$ cat config.mk
export PLATFORM = sky130hd
export DESIGN_NAME = gpr_file_mp
export DESIGN_NICKNAME = d
export VERILOG_FILES = /design/src/rtl/gpr_file_mp.sv
export SDC_FILE = /design/constraint.sdc
export NUM_CORES = 1
export LEC_CHECK = 0
export CORE_ASPECT_RATIO = 0.8
export CORE_UTILIZATION = 28
export DETAILED_ROUTE_END_ITERATION = 16
export PLACE_DENSITY_LB_ADDON = 0.1
export SYNTH_ARGS = -nofsm -noshare
export SYNTH_HDL_FRONTEND = slang
export SYNTH_SLANG_ARGS = --single-unit
export TNS_END_PERCENT = 30
$ cat constraint.sdc
create_clock -name CLK -period 3.7 [get_ports CLK]
set_clock_uncertainty 0.1 [all_clocks]
set_input_delay 0.555 -clock CLK [delete_from_list [all_inputs] [get_ports CLK]]
set_output_delay 0.555 -clock CLK [all_outputs]
set_load 0.01 [all_outputs]
$ cat src/rtl/gpr_file_mp.sv
// Parametrised multi-port GPR file with hardware clear sequencer and pending-write scoreboard.
// Optional same-cycle write-to-read bypass is enabled by defining GPR_BYPASS_EN.
module gpr_file_mp #(
    parameter int unsigned DATA_W   = 32,
    parameter int unsigned ADDR_W   = 5,
    parameter int unsigned ZERO_REG = 1
) (
    input  logic              CLK,
    input  logic              RST_N,
    input  logic              Clr,
    output logic              Ready,
    input  logic              GPRWr,
    input  logic [ADDR_W-1:0] W_Reg,
    input  logic [DATA_W-1:0] W_data,
    input  logic [ADDR_W-1:0] R_Reg1,
    input  logic [ADDR_W-1:0] R_Reg2,
    output logic [DATA_W-1:0] R_data1,
    output logic [DATA_W-1:0] R_data2,
    input  logic              RsvWr,
    input  logic [ADDR_W-1:0] RsvReg,
    output logic              R_busy1,
    output logic              R_busy2
);

    localparam int unsigned DEPTH = 2 ** ADDR_W;

    typedef enum logic {
        CLEAR = 1'b0,
        RUN   = 1'b1
    } state_t;

    state_t              state_q, state_d;
    logic [ADDR_W-1:0]   cnt_q, cnt_d;
    logic [DEPTH-1:0]    busy_q, busy_d;
    logic                ready_q;
    logic [DATA_W-1:0]   regs [DEPTH];

    logic                arr_we;
    logic [ADDR_W-1:0]   arr_addr;
    logic [DATA_W-1:0]   arr_data;
    logic                wr_ok_c;

    function automatic logic is_zero(input logic [ADDR_W-1:0] a);
        return (ZERO_REG != 0) && (a == '0);
    endfunction

    assign wr_ok_c = (state_q == RUN) && GPRWr && !is_zero(W_Reg);
    assign Ready   = ready_q;

    // State, clear counter and scoreboard registers
    always_ff @(posedge CLK or negedge RST_N) begin
        if (!RST_N) begin
            state_q <= CLEAR;
            cnt_q   <= '0;
            busy_q  <= '0;
            ready_q <= 1'b0;
        end else begin
            state_q <= state_d;
            cnt_q   <= cnt_d;
            busy_q  <= busy_d;
            ready_q <= (state_d == RUN);
        end
    end

    // Next-state, array write port selection and scoreboard update
    always_comb begin
        state_d  = state_q;
        cnt_d    = cnt_q;
        busy_d   = busy_q;
        arr_we   = 1'b0;
        arr_addr = W_Reg;
        arr_data = W_data;
        case (state_q)
            CLEAR: begin
                arr_we   = 1'b1;
                arr_addr = cnt_q;
                arr_data = '0;
                cnt_d    = cnt_q + ADDR_W'(1);
                if (cnt_q == ADDR_W'(DEPTH - 1)) begin
                    state_d = RUN;
                end
            end
            RUN: begin
                arr_we = wr_ok_c;
                if (wr_ok_c) begin
                    busy_d[W_Reg] = 1'b0;
                end
                // Reservation applied after the write so it wins on a same-address collision
                if (RsvWr && !is_zero(RsvReg)) begin
                    busy_d[RsvReg] = 1'b1;
                end
                if (Clr) begin
                    state_d = CLEAR;
                    cnt_d   = '0;
                    busy_d  = '0;
                end
            end
            default: state_d = CLEAR;
        endcase
    end

    // Storage array; contents are defined by the clear sequencer, not by reset
    always_ff @(posedge CLK) begin
        if (arr_we) begin
            regs[arr_addr] <= arr_data;
        end
    end

    // Combinational read ports
    always_comb begin
        R_data1 = '0;
        R_data2 = '0;
        R_busy1 = 1'b0;
        R_busy2 = 1'b0;
        if (state_q == RUN) begin
            if (!is_zero(R_Reg1)) begin
                R_data1 = regs[R_Reg1];
                R_busy1 = busy_q[R_Reg1];
            end
            if (!is_zero(R_Reg2)) begin
                R_data2 = regs[R_Reg2];
                R_busy2 = busy_q[R_Reg2];
            end
`ifdef GPR_BYPASS_EN
            if (wr_ok_c && (R_Reg1 == W_Reg)) begin
                R_data1 = W_data;
                R_busy1 = 1'b0;
            end
            if (wr_ok_c && (R_Reg2 == W_Reg)) begin
                R_data2 = W_data;
                R_busy2 = 1'b0;
            end
`endif
        end
    end

endmodule
==> flow_metrics.tcl, run 1 <==
set metrics [dict create \
    finalWorstPathRequiredPeriod_ns 3.718 \
    ys.warnings.count 0 \
    diodes 0 \
    detailed_place_hpwl_um 123400 \
    synth_edf_count 992 \
    gp_routability_congestion 0.8200 \
    drt_iter0_drc 3535 \
    power.density_cell_area_nw_per_um2 541.0 \
    grtUsageTotal 0.2135 \
    drive_gt1_frac 0.2715 \
    critPathLaunchType "flop" \
    grt_pass1_vias 33258 \
    grt_pass1_wl_um 266000 \
    worst_hold_path_type "in -> async" \
    slew_violations 0 \
    cts_buf_count 114 \
    dr_total_vias 32201 \
    post-synth-top-area-cell "edfxtp_1" \
    cts_root_buf "clkbuf_16" \
    synth_top_flop_cell "edfxtp_1" \
    logic_depth_of_the_worst_register_to_register_path 7 \
    netlist.area_leader.share 0.6058 \
    drt_first_pass_iters 6 \
    finalInstanceArea_sq_um 61270 \
    final-hold-violation-count 0 \
    worst_slew_margin_rel 0.1653 \
    max_h_tree_level 3 \
    cts.clk_slew.worst_paths_ns 0.07 \
    max_freq_mhz 269.0 \
    crit_end "R_data1[17]" \
    clockBufferDepth 3 \
    io_buffers 123 \
    library_cells_used_by_synthesis 58 \
    final_routed_wire_length_divided_by_cell_count_um 32.62 \
    die_height_um 376.8 \
    nNetsFinal 3547 \
    reg2reg_to "regs[20][14]" \
    tightestPinTransition_ns 1.248 \
    leakage_nw 21.66 \
    grt_setup_unrepaired "yes" \
    fp.dieArea_sq_um 177300 \
    num_rows 137 \
    required_ns 3.04 \
    cts_sinks 1029 \
    violations "setup timing" \
    post_synth_main_area_contributors "edfxtp_1 (61%), mux2i_1 (12%), mux4_2 (9.1%), a22oi_1 (3.1%), o22ai_1 (2.5%)" \
    syn_inst 3095 \
    final_core_util 0.3514 \
    critical_path_fanouts_max 4 \
    drt-vias-per-instance 5.479 \
    timing.reg2reg.setup_slack_ns 0.47 \
    flow.area_growth_from_synthesis_pct 24.60 \
    residual_overflow_from_global_routing 0 \
    async_flop_share 0.03596 \
    layout_setup_ws_ns -0.01774 \
    layout_worst_path_cycle_share 1.005 \
    clk_latency_ns 0.76 \
    ir_drop_uv 394.8 \
    ys_seq_area_frac 0.6247 \
    syn_area_sq_um 49170 \
    cts_tree "yes" \
    timing.critical_path.to_type "output port" \
    grt_max_degree 41 \
    io-pin-count 124 \
    synthesis.area_per_instance_sq_um 15.89 \
    placement.cell_area_sq_um 57080 \
    timing.setup.critical_path_class "reg -> out" \
    timing.rr.start "Ready" \
    drv.max_cap_violation_count 0 \
    route.antenna.remaining_nets 0 \
    synth.ff_latch_count 1029 \
    core_sq_um 174300 \
    outcome "finished with violations" \
    total_routed_length_um 191700 \
    antenna_found_initial 3 \
    die_width_um 470.5 \
    worstPathArrival_ns 3.06 \
    detail_route.drc_violations 0 \
    initial_utilization 0.2821 \
    syn_nets 3154 \
    timing.final.setup_violations 4 \
    crit_path_start "Ready" \
    dp_slack_ns -0.3871 \
]
[worst min path at each step]
stage / from / endpoint / slack [ns] / depth (start not counted)
detailed placement: busy_q[24] / busy_q[24] / 0.41 / 1
global route: RST_N / busy_q[28] / 0.43 / 2
global placement: busy_q[12] / busy_q[12] / 0.41 / 2
floorplan: RST_N / Ready / 0.16 / 0
CTS: RST_N / busy_q[11] / 0.37 / 2
finish: RST_N / busy_q[28] / 0.38 / 2
[kinds of logic (layout without fill, tap and decap cells)]
kind of cell    after synthesis  count (layout)  share of synthesized area
compound gates              620             620                    0.09459
xor+xnor                      2               2                  0.0003563
fa+ha+maj                     2               2                  0.0005089
buf+inv                     266             755                    0.02891
flops                      1029            1029                     0.6247
mux                         794             794                     0.2120
simple gates                382             382                    0.03893
[worst max-delay path, cell delays in order (launching register included)]
cell	delay, ns
dfrtp_2	0.43
buf_6	0.13
or3b_4	0.45
bufbuf_16	0.31
buf_4	0.17
a221oi_4	0.23
a22oi_2	0.14
buf_4	0.15
nand4_1	0.12
buf_2	0.15
[through the flow]
| step | TNS [ns] | std cells | hold WS (ns) | total power, mW |
|---|---|---|---|---|
| after floorplan | 0 | 3095 | 0.1594 | 18.38 |
| after global placement | -8.811 | 5646 | 0.4147 | 21.92 |
| after detailed placement | -9.527 | 5646 | 0.4105 | 22.05 |
| after CTS | -1.921 | 5875 | 0.3702 | 33.42 |
| after global routing | -1.071 | 5877 | 0.4342 | 34.27 |
| final | -0.04863 | 5877 | 0.3798 | 33.14 |
[cell usage in the layout (no fill, tap or decap), types with 21 or more instances in the layout]
master	count
edfxtp_1	992
mux2i_1	595
buf_4	256
o22ai_1	200
mux4_2	198
a22oi_1	172
nand2_1	163
buf_12	156
clkbuf_16	114
nand4_1	69
o21ai_0	61
clkdlybuf4s50_1	50
a221oi_2	44
nor2_4	36
dfrtp_1	36
and2_1	32
a22oi_2	32
clkinv_1	30
clkbuf_1	29
dlygate4sd2_1	22
o21ai_1	21
[synthesized netlist by cell type, types with 14 or more instances]
cell / number
o21ai_1: 20
mux4_2: 198
buf_2: 128
mux2i_1: 595
clkbuf_1: 84
a221oi_2: 60
o22ai_1: 200
buf_6: 28
o2bb2ai_1: 18
a22oi_1: 204
nand4_1: 69
a21oi_1: 14
and2_1: 34
edfxtp_1: 992
nor2_1: 44
nand2_1: 163
o21ai_0: 63
buf_4: 14
dfrtp_1: 37
[registers in the layout (all words and copies together) (netlist names)]
signal,flops
Ready,1
busy_q,31
regs,992
cnt_q,5
[final cells by class]
| cell class | count | area (sq um) |
|---|---|---|
| flip-flops and latches | 1029 | 30720 |
| inverters | 5 | 21.27 |
| clock inverters | 62 | 586.8 |
| fillers | 16422 | 113100 |
| repair buffers | 538 | 6221 |
| multi-input cells | 1800 | 17800 |
| well taps | 2293 | 2869 |
| clock buffers | 150 | 3058 |
[where the power goes]
group | switching, mW | internal, mW | leakage (nW)
registers | 0.626 | 14.6 | 9.64
clock network | 5.01 | 6.30 | 1.77
logic | 4.28 | 2.30 | 10.2
[routing by layer]
metal  track usage  routed length, um
met5             0                  6
met1        0.3025              88380
met4       0.05120               4843
met2        0.3406              87790
met3       0.03388              10670
[repair_timing]
action	4_1_cts	5_1_grt
cloned	2	0
hold buffers	1	0
gates resized for setup	170	55
setup endpoints to repair	66	34
setup buffers	14	2
hold endpoints to repair	37	0
pin swaps	20	8
(Power assumes the default switching activity.)
==> inputs of run 2 (changes only) <==
SETUP_SLACK_MARGIN = 0.05   (was unset)
==> run 2 against run 1 <==
Effect of this change: critical path type unchanged; global-route usage is essentially flat; sequential share of layout area hardly changed; power about the same; critical endpoint unchanged; via count rose by 0.11%; routed wire length hardly changed; non-clock buffer count rose by 2; the flow now finishes without violations; sequential power is essentially flat; utilization hardly changed; cell count about the same.
==> flow_metrics.tcl, run 2 (synthesis gave the netlist of run 1 again) <==
set metrics [dict create \
    seq_power_share 0.460 \
    p_int_mw 23.23 \
    timing.setup.critical_path_class "reg -> out" \
    fillers 16412 \
    worst_hold_path_type "in -> async" \
    dr_total_vias 32236 \
    worst_slew_margin_rel 0.1693 \
    required_ns 3.04 \
    final.setup.tns_ns 0 \
    detail_route.drc_violations 0 \
    cts_sinks 1029 \
    comb_power_share 0.199 \
    route.antenna.remaining_nets 0 \
    tightestPinTransition_ns 1.242 \
    io-pin-count 124 \
    cp_slowest_cell "or3b_4" \
    final-hold-violation-count 0 \
    most-common-layout-cells "edfxtp_1 (992), mux2i_1 (595), buf_4 (254)" \
    grtUsageTotal 0.2136 \
    max_freq_mhz 273.8 \
    grt_max_degree 41 \
    drt_first_pass_iters 5 \
    cts_tree "yes" \
    io_buffers 123 \
    core_sq_um 174300 \
    outcome "complete, no violations" \
    detailed_place_hpwl_um 123400 \
    leakage_nw 21.62 \
    place_inst 5646 \
    grt_pass1_vias 33276 \
    critical_path_fanouts_max 5 \
    drive_gt1_frac 0.2750 \
    ir_drop_uv 374.1 \
    clockBufferDepth 3 \
    gp_routability_congestion 0.8200 \
    share_clk_of_total_power 0.341 \
    drt-vias-per-instance 5.483 \
    worstPathArrival_ns 3.00 \
    nNetsFinal 3549 \
    flow.area_growth_from_synthesis_pct 24.73 \
    cpPeakStageDelay_ns 0.49 \
    fp.dieArea_sq_um 177300 \
    critPathLaunchType "flop" \
    die_width_um 470.5 \
    fin_worst_hold_slack_ns 0.3793 \
    cts_root_buf "clkbuf_16" \
    swShare 0.2994 \
    timing.critical_path.to_type "output port" \
    slew_violations 0 \
    register_with_the_highest_flop_count "regs" \
    worstPathCellList "buf_6 -> or3b_4 -> buf_16 -> buf_8 -> a221oi_4 -> a22oi_2 -> buf_4 -> nand4_1 -> buf_2" \
    multi_input_comb_area_sq_um 17890 \
    timing.final.setup_violations 0 \
    antenna_found_initial 2 \
    initial_utilization 0.2821 \
    placement.cell_area_sq_um 57080 \
    timing.rr.start "Ready" \
    crit_path_start "Ready" \
    max_h_tree_level 3 \
    residual_overflow_from_global_routing 0 \
    register_area_sq_um 30720 \
    layout_worst_path_cycle_share 0.9872 \
    net-switching-power_mw 9.927 \
    finalWorstPathRequiredPeriod_ns 3.653 \
    layout.cells.non_filler 5879 \
    cts.clk_slew.worst_paths_ns 0.07 \
    final_routed_wire_length_divided_by_cell_count_um 32.62 \
    total_routed_length_um 191800 \
    power.density_cell_area_nw_per_um2 540.6 \
    drt_iter0_drc 3329 \
    mostFrequentLayoutCell "edfxtp_1" \
    grt_setup_unrepaired "yes" \
    largest_register_ffs 992 \
    diodes 0 \
    top_regs "regs x992, busy_q x31, cnt_q x5" \
    clk_latency_ns 0.77 \
    num_rows 137 \
    finalInstanceArea_sq_um 61330 \
    die_height_um 376.8 \
    drv.max_cap_violation_count 0 \
    grt_pass1_wl_um 266100 \
    cts_buf_count 114 \
]
[run 2: area by class of cell]
type,count,share of cell area
Inverter,5,0.0003468
Timing Repair Buffer,540,0.1009
Tap cell,2293,0.04678
Clock buffer,150,0.04986
Multi-Input combinational cell,1800,0.2917
Clock inverter,62,0.009568
Sequential cell,1029,0.5008
[run 2: final timing paths]
check | slack (ns) | cells past startpoint | end
setup / recovery | 0.05 | 9 | R_data1[17]
hold / removal | 0.38 | 2 | busy_q[28]
setup reg to reg | 0.47 | 7 | regs[20][14]
hold reg to reg | 0.43 | 1 | busy_q[24]
max in group asynchronous | 2.46 | 2 | Ready
min in group CLK | 0.43 | 1 | busy_q[24]
[run 2: routing by layer]
metal | vias to the layer above | wire length, um | part of all wire | GRT usage
met5 | - | 6 | 0.000031 | 0
met4 | 2 | 4859 | 0.025 | 0.05182
met3 | 267 | 10270 | 0.054 | 0.03338
met2 | 1086 | 88130 | 0.46 | 0.3408
met1 | 17251 | 88500 | 0.46 | 0.3026
li1 | 13630 | - | - | -
[run 2: per-stage QoR]
stage	setup slack (ns)	power, mW	utilization
after CTS	-0.1634	33.43	0.3513
after detailed placement	-0.3871	22.05	0.3275
after global routing	-0.05045	34.28	0.3518
after floorplan	0.4503	18.38	-
after global placement	-0.3919	21.92	0.3275
final	0.04724	33.16	0.3518
[run 2: power by group through the flow]
stage	Combinational (mW)	Clock [mW]	Sequential, mW
global placement	6.53	0	15.4
detailed placement	6.58	0	15.5
global route	6.94	12.0	15.4
finish	6.58	11.3	15.3
floorplan	3.05	0	15.3
CTS	6.64	11.6	15.2
[run 2: repair_timing]
item | 4_1_cts | 5_1_grt
resized for setup | 205 | 55
gates cloned | 2 | 0
setup endpoints to repair | 66 | 31
buffers inserted | 17 | 6
hold endpoints to repair | 37 | 0
hold buffers | 1 | 0
pin swaps | 33 | 22
[run 2: critical path, delay by kind of cell (launching register included)]
| kind | cells | cell delay [ns] |
|---|---|---|
| AND/OR/NAND/NOR | 2 | 0.62 |
| buffers and inverters | 5 | 0.78 |
| AO/OA/AOI/OAI | 2 | 0.36 |
| flip-flops | 1 | 0.46 |
